## src/rtl/io_port_hub_disp.sv

```systemverilog
// Port-I/O hub: synchronised input ports, R/W output registers, 4-digit 7-seg (hex or decimal).
// Latency: in_port 1 cycle after port_id (+2 sync for sw_in); writes same edge; decimal display 11 cycles.
// Backpressure: none; processor bus accesses always complete, repeated decimal starts queue as one pending.
module io_port_hub_disp #(
    parameter int          N_IN        = 1,
    parameter int          N_OUT       = 2,
    parameter logic [7:0]  IN_BASE     = 8'h01,
    parameter logic [7:0]  OUT_BASE    = 8'h03,
    parameter logic [7:0]  CTRL_ADDR   = 8'h0F,
    parameter int          REFRESH_DIV = 50000
) (
    input  logic                 clk,
    input  logic                 reset,
    input  logic [7:0]           port_id,
    input  logic                 write_strobe,
    input  logic [7:0]           out_port,
    output logic [7:0]           in_port,
    input  logic [8*N_IN-1:0]    sw_in,
    output logic [8*N_OUT-1:0]   out_regs,
    output logic [3:0]           an,
    output logic [6:0]           seg
);

    localparam int             CW       = (REFRESH_DIV > 1) ? $clog2(REFRESH_DIV) : 1;
    localparam logic [CW-1:0]  REF_LAST = CW'(REFRESH_DIV - 1);

    typedef enum logic [1:0] {S_IDLE, S_LOAD, S_SHIFT, S_DONE} conv_state_t;

    logic [8*N_IN-1:0] sw_meta;
    logic [8*N_IN-1:0] sw_sync;
    logic [7:0]        in_off;
    logic [7:0]        out_off;
    logic              in_hit;
    logic              out_hit;
    logic              ctrl_hit;
    logic [1:0]        ctrl;
    logic [7:0]        rd_dat;

    conv_state_t       state;
    conv_state_t       state_nxt;
    logic              conv_start;
    logic              conv_req;
    logic              do_load;
    logic              do_shift;
    logic              do_done;
    logic              take_req;
    logic [19:0]       scratch;
    logic [19:0]       scratch_adj;
    logic [2:0]        bit_cnt;
    logic [11:0]       bcd_q;

    logic [CW-1:0]     ref_cnt;
    logic [1:0]        dig_idx;
    logic              scan_live;
    logic [3:0][3:0]   dig;
    logic [3:0]        dig_on;
    logic [3:0]        cur_dig;
    logic              cur_on;
    logic [6:0]        seg_hi;

    // Address decode: offsets wrap in 8 bits so addresses below a base never hit its range.
    assign in_off   = port_id - IN_BASE;
    assign out_off  = port_id - OUT_BASE;
    assign in_hit   = (in_off < 8'(N_IN));
    assign out_hit  = (out_off < 8'(N_OUT));
    assign ctrl_hit = (port_id == CTRL_ADDR);

    // Two-flop synchroniser for the asynchronous board inputs.
    always_ff @(posedge clk) begin
        if (reset) begin
            sw_meta <= '0;
            sw_sync <= '0;
        end else begin
            sw_meta <= sw_in;
            sw_sync <= sw_meta;
        end
    end

    // Processor writes into output registers and the display control register.
    always_ff @(posedge clk) begin
        if (reset) begin
            out_regs <= '0;
            ctrl     <= 2'b00;
        end else if (write_strobe) begin
            for (int k = 0; k < N_OUT; k++) begin
                if (out_hit && (out_off == 8'(k))) begin
                    out_regs[8*k +: 8] <= out_port;
                end
            end
            if (ctrl_hit) begin
                ctrl <= out_port[1:0];
            end
        end
    end

    // Read mux; unmapped addresses read as zero.
    always_comb begin
        rd_dat = 8'h00;
        if (in_hit) begin
            for (int k = 0; k < N_IN; k++) begin
                if (in_off == 8'(k)) begin
                    rd_dat = sw_sync[8*k +: 8];
                end
            end
        end else if (out_hit) begin
            for (int k = 0; k < N_OUT; k++) begin
                if (out_off == 8'(k)) begin
                    rd_dat = out_regs[8*k +: 8];
                end
            end
        end else if (ctrl_hit) begin
            rd_dat = {6'b0, ctrl};
        end
    end

    // Registered read data, updated every cycle regardless of strobes.
    always_ff @(posedge clk) begin
        if (reset) begin
            in_port <= 8'h00;
        end else begin
            in_port <= rd_dat;
        end
    end

    // A conversion is requested by a reg-0 write in decimal mode or a CTRL write selecting decimal.
    assign conv_start = write_strobe &&
                        ((out_hit && (out_off == 8'd0) && ctrl[0]) || (ctrl_hit && out_port[0]));

    // Request flag doubles as the pending marker while a conversion is in flight.
    always_ff @(posedge clk) begin
        if (reset) begin
            conv_req <= 1'b0;
        end else if (conv_start) begin
            conv_req <= 1'b1;
        end else if (take_req) begin
            conv_req <= 1'b0;
        end
    end

    // Converter state register.
    always_ff @(posedge clk) begin
        if (reset) begin
            state <= S_IDLE;
        end else begin
            state <= state_nxt;
        end
    end

    // Converter next-state logic; DONE chains straight into LOAD when a request is pending.
    always_comb begin
        state_nxt = state;
        case (state)
            S_IDLE:  if (conv_req) state_nxt = S_LOAD;
            S_LOAD:  state_nxt = S_SHIFT;
            S_SHIFT: if (bit_cnt == 3'd7) state_nxt = S_DONE;
            S_DONE:  state_nxt = conv_req ? S_LOAD : S_IDLE;
            default: state_nxt = S_IDLE;
        endcase
    end

    // Converter control outputs.
    always_comb begin
        do_load  = (state == S_LOAD);
        do_shift = (state == S_SHIFT);
        do_done  = (state == S_DONE);
        take_req = ((state == S_IDLE) || (state == S_DONE)) && conv_req;
    end

    // Double-dabble correction: add 3 to every BCD nibble that is 5 or more before shifting.
    always_comb begin
        scratch_adj = scratch;
        for (int i = 0; i < 3; i++) begin
            if (scratch[8 + 4*i +: 4] >= 4'd5) begin
                scratch_adj[8 + 4*i +: 4] = scratch[8 + 4*i +: 4] + 4'd3;
            end
        end
    end

    // Converter datapath; the displayed BCD only changes at DONE so partial values never show.
    always_ff @(posedge clk) begin
        if (reset) begin
            scratch <= '0;
            bit_cnt <= 3'd0;
            bcd_q   <= 12'h000;
        end else begin
            if (do_load) begin
                scratch <= {12'h000, out_regs[7:0]};
                bit_cnt <= 3'd0;
            end
            if (do_shift) begin
                scratch <= {scratch_adj[18:0], 1'b0};
                bit_cnt <= bit_cnt + 3'd1;
            end
            if (do_done) begin
                bcd_q <= scratch[19:8];
            end
        end
    end

    // Digit scan: each digit stays lit for REFRESH_DIV cycles; display stays dark until reset is released.
    always_ff @(posedge clk) begin
        if (reset) begin
            ref_cnt   <= '0;
            dig_idx   <= 2'd0;
            scan_live <= 1'b0;
        end else begin
            scan_live <= 1'b1;
            if (ref_cnt == REF_LAST) begin
                ref_cnt <= '0;
                dig_idx <= dig_idx + 2'd1;
            end else begin
                ref_cnt <= ref_cnt + CW'(1);
            end
        end
    end

    // Digit selection: hex of regs 1:0, or decimal with leading-zero blanking and the top digit off.
    always_comb begin
        if (!ctrl[0]) begin
            dig    = out_regs[15:0];
            dig_on = 4'b1111;
        end else begin
            dig    = {4'h0, bcd_q};
            dig_on = {1'b0, (bcd_q[11:8] != 4'h0), (bcd_q[11:4] != 8'h00), 1'b1};
        end
        cur_dig = dig[dig_idx];
        cur_on  = scan_live && !ctrl[1] && dig_on[dig_idx];
    end

    // Hex to 7-segment decode, active-high gfedcba.
    always_comb begin
        case (cur_dig)
            4'h0: seg_hi = 7'h3F;
            4'h1: seg_hi = 7'h06;
            4'h2: seg_hi = 7'h5B;
            4'h3: seg_hi = 7'h4F;
            4'h4: seg_hi = 7'h66;
            4'h5: seg_hi = 7'h6D;
            4'h6: seg_hi = 7'h7D;
            4'h7: seg_hi = 7'h07;
            4'h8: seg_hi = 7'h7F;
            4'h9: seg_hi = 7'h6F;
            4'hA: seg_hi = 7'h77;
            4'hB: seg_hi = 7'h7C;
            4'hC: seg_hi = 7'h39;
            4'hD: seg_hi = 7'h5E;
            4'hE: seg_hi = 7'h79;
            default: seg_hi = 7'h71;
        endcase
    end

    assign an  = cur_on ? ~(4'b0001 << dig_idx) : 4'hF;
    assign seg = cur_on ? ~seg_hi : 7'h7F;

endmodule

```

## config.mk

```make
export PLATFORM = sky130hd
export DESIGN_NAME = io_port_hub_disp
export DESIGN_NICKNAME = d
export VERILOG_FILES = /design/src/rtl/io_port_hub_disp.sv
export SDC_FILE = /design/constraint.sdc
export NUM_CORES = 1
export LEC_CHECK = 0
export ABC_AREA = 1
export CAP_MARGIN = 20
export CORE_UTILIZATION = 40
export CTS_BUF_LIST = sky130_fd_sc_hd__clkbuf_2 sky130_fd_sc_hd__clkbuf_4 sky130_fd_sc_hd__clkbuf_8
export DETAILED_ROUTE_END_ITERATION = 8
export PLACE_DENSITY = 0.71
export SYNTH_ARGS = -nofsm -noshare
export SYNTH_HDL_FRONTEND = slang
export SYNTH_SLANG_ARGS = --single-unit
```

## constraint.sdc

```tcl
create_clock -name clk -period 3.45 [get_ports clk]
set_clock_uncertainty 0.2 [all_clocks]
set_input_delay 0.69 -clock clk [delete_from_list [all_inputs] [get_ports clk]]
set_output_delay 0.69 -clock clk [all_outputs]
set_load 0.005 [all_outputs]
```

==> summary.txt, run 1 <==
Outcome
  – Status: complete, no violations

Hold path
  – Hold WC Path Type: reg -> reg
  – Min-delay src: sw_meta[7]$_SDFF_PP0_

Power and ir drop
  – Leakage: 2.68 nW
  – Design Power: ~2.3 mW
  – Power Density: between 300 and 400 nW/um2
  – Power share of the sequential group: between 50% and 60%
  – Sw Ratio: 25.7%
  – Peak supply drop: around 0.16 mV
  – Internal: 1.73 mW
  – P_sw: between 0.5 and 0.6 mW
  – Clk pwr share: between 30% and 40%
  – Comb pwr share: between 10 and 15%

Timing
  – Fin crit share: 92.4%
  – Max Freq: 314 MHz
  – Tmin final: between 3 and 4 ns
  – Unrepaired setup endpoints after global routing: false
  – Final hold slack: around 0.21 ns
  – Relative slew slack: 51.2%
  – Actual slew at the worst max-slew pin: approximately 0.73 ns
  – Post-layout worst setup margin: 0.261 ns
  – Setup violators final: 0
  – Max Slew Vio Count: 0
  – Final Hold Vio Count: 0

Finish
  – Synthesis-to-layout area growth: 21.5%
  – Commonest non-fill, non-tap cell in the layout: nand2_1
  – Fin util: about half
  – Most frequent cells in the layout: nand2_1 (149), inv_1 (95), dfxtp_1 (95), nor2_1 (85), a21oi_1 (69)
  – Post-layout nets: 852
  – Layout cells sized above 1: between 7 and 8%
  – Ant. Diodes: 0

Global route
  – Initial antenna violation count: 0
  – Met2 Resource Use GR: between 20 and 30%
  – Number of global-route vias before repair: roughly 4000
  – First-pass GRT wire length: 19.0 mm
  – Met1 Usage GRT: between 20% and 30%
  – Grt ovf: 0
  – Grt peak-use layer: met2
  – Gr usage total: a little under a fifth
  – M3 GR Usage: ~3.2%
  – Pin count of the biggest net entering global routing: 42

Critical path
  – RR Startpoint: ref_cnt[0]$_SDFF_PP0_
  – Crit path kind: reg -> out
  – Critical Path Source: dig_idx[0]$_SDFFE_PP0P_
  – R2r setup slk: about 1.2 ns
  – Required time worst endpoint: around 2.6 ns
  – Arrival @ worst endpoint: 2.30 ns
  – Worst Setup End Kind: output port
  – Crit Path Max Fanout: 10
  – Crit path launch type: flop

Routing
  – Final ANT Viol Nets: 0
  – 1st-iter DRT viols: around 290
  – Vias per inst: around 4.9
  – Vias: about 4700
  – Wire per inst: roughly 12 um
  – Total wire length: 11.8 mm
  – DR pass1 iterations: 4
  – DRC: 0

CTS
  – Max H-tree Level: 3
  – Clk root buf: clkbuf_8
  – CTS buffer count: 9
  – Reg clk slew, reported paths: around 0.090 ns
  – CTS Buffer Depth: 2
  – CTS tree: done
  – Worst-Skew Late Latency: roughly 0.36 ns
  – Clk sink count: 99

Logic synthesis
  – Synth cell types: 39
  – #FFs+latches synth: 99
  – Avg Inst Size Synth: between 6 and 7 um2
  – Post-synth top area share: between 30% and 40%
  – Synthesized cell area: ~5100 um2
  – Post-synth top area cell: dfxtp_1
  – Post-Syn Instances: around 730
  – Register area share after synthesis: between 30% and 40%
  – Net Count, Synth: just under 800
  – Synth top area cells: dfxtp_1 (39%), nand2_1 (11%), inv_1 (7.4%)
  – Synth Warn #: 0

Floorplanning
  – Placeable Area: ~12000 um2
  – Total die area: 13200 um2
  – Chip width: ~110 um
  – FP Rows: 40
  – Die Ht: around 110 um
  – I/O pin count: 62
  – Starting density of the core: between 40% and 50%

Place
  – Port-buffer cells: 61
  – GPL Wtd Cong: 0.884
  – Pre-CTS setup slack: 0.144 ns
  – DP Wirelength: 8.70 mm

Flow run
  – # Max-Cap Violations: 0
## stage by stage
stage	instance area (um2)	setup TNS [ns]	instances
final	6200	0	969
after floorplan	5100	0	732
after global placement	5900	0	950
after detailed placement	5900	0	950
after global routing	6200	0	969
after CTS	6140	-0.00888	965
## sequential cells by signal (all words and copies together), names as in the netlist
name	flops
ref_cnt	16
scratch	20
scan_live	1
sw_sync	8
bcd_q	12
ctrl	2
in_port	8
bit_cnt	3
state	2
dig_idx	2
out_regs	16
sw_meta	8
conv_req	1
## cells in the mapped netlist, drive strengths merged
cell,n
a211oi,1
a21oi,69
a221oi,1
a31oi,2
a32oi,6
and3,1
buf,12
clkbuf,13
clkinv,3
dfxtp,99
ha,28
inv,101
nand2,153
nand3,48
nand4,21
nor2,93
nor3,9
nor3b,3
nor4,3
o211ai,3
o21a,2
o21ai,50
o21bai,2
o22ai,2
o311ai,1
or2,2
xor2,4
## kinds of logic (layout without fill, tap and decap cells)
family,Yosys count,after routing,synth area share (%)
and+or+nand+nor,333,333,28.7
xor gates and xnor gates,4,4,0.686
buffers and inverters,129,198,10.2
adders and majority gates,28,28,6.86
DFF,99,99,38.8
AOI/OAI and AO/OA,139,139,14.7
## worst paths after layout
kind,end,cells past startpoint
hold reg to reg,sw_sync[7]$_SDFF_PP0_,2
setup / recovery,seg[0],14
setup reg to reg,ref_cnt[13]$_SDFF_PP0_,9
hold / removal,sw_sync[7]$_SDFF_PP0_,2
## critical path: stages (launching register included)
cell           delay (ns)
dfxtp_2              0.35
clkinv_1             0.07
buf_4                0.17
a21oi_1              0.11
o21ai_0              0.09
nand2_1              0.06
nand2_1              0.06
nand2_2              0.12
inv_2                0.06
ha_1                 0.19
inv_2                0.08
nor2_2               0.05
o21ai_0              0.15
nand3_1              0.08
dlygate4sd2_1        0.28
## power by group through the flow
| stage | Sequential, mW | Combinational, mW | Clock [mW] |
|---|---|---|---|
| after floorplan | 1.23 | 0.189 | 0 |
| after global placement | 1.24 | 0.289 | 0 |
| after detailed placement | 1.24 | 0.291 | 0 |
| after CTS | 1.21 | 0.294 | 0.848 |
| after global routing | 1.21 | 0.331 | 0.891 |
| final | 1.21 | 0.293 | 0.829 |
## area by class of cell
class | instances | area (um2)
fillers | 1217 | 6010
multi-input cells | 504 | 2620
flip-flops and latches | 99 | 1990
repair buffers | 79 | 763
inverters | 104 | 392
well taps | 168 | 210
clock buffers | 11 | 151
clock inverters | 4 | 73.8
## what timing repair did
action                     CTS  global route
pin swaps                    0             1
setup endpoints to repair   11             7
gates resized for setup     10            16
cloned                       0             0
setup buffers                0             4
hold buffers                 0             0
## per-layer routing
layer / wire (um) / part of all wire, %
met1: 5970 / 51
met2: 5270 / 45
met3: 364 / 3.1
met4: 161 / 1.4
met5: 0 / 0
(Power assumes the default switching activity.)
==> run 2: changes to the inputs <==
SKIP_LAST_GASP = 1   (was not set)
==> results of run 2 <==
No change in the layout: final DEF, timing and power equal those of run 1.
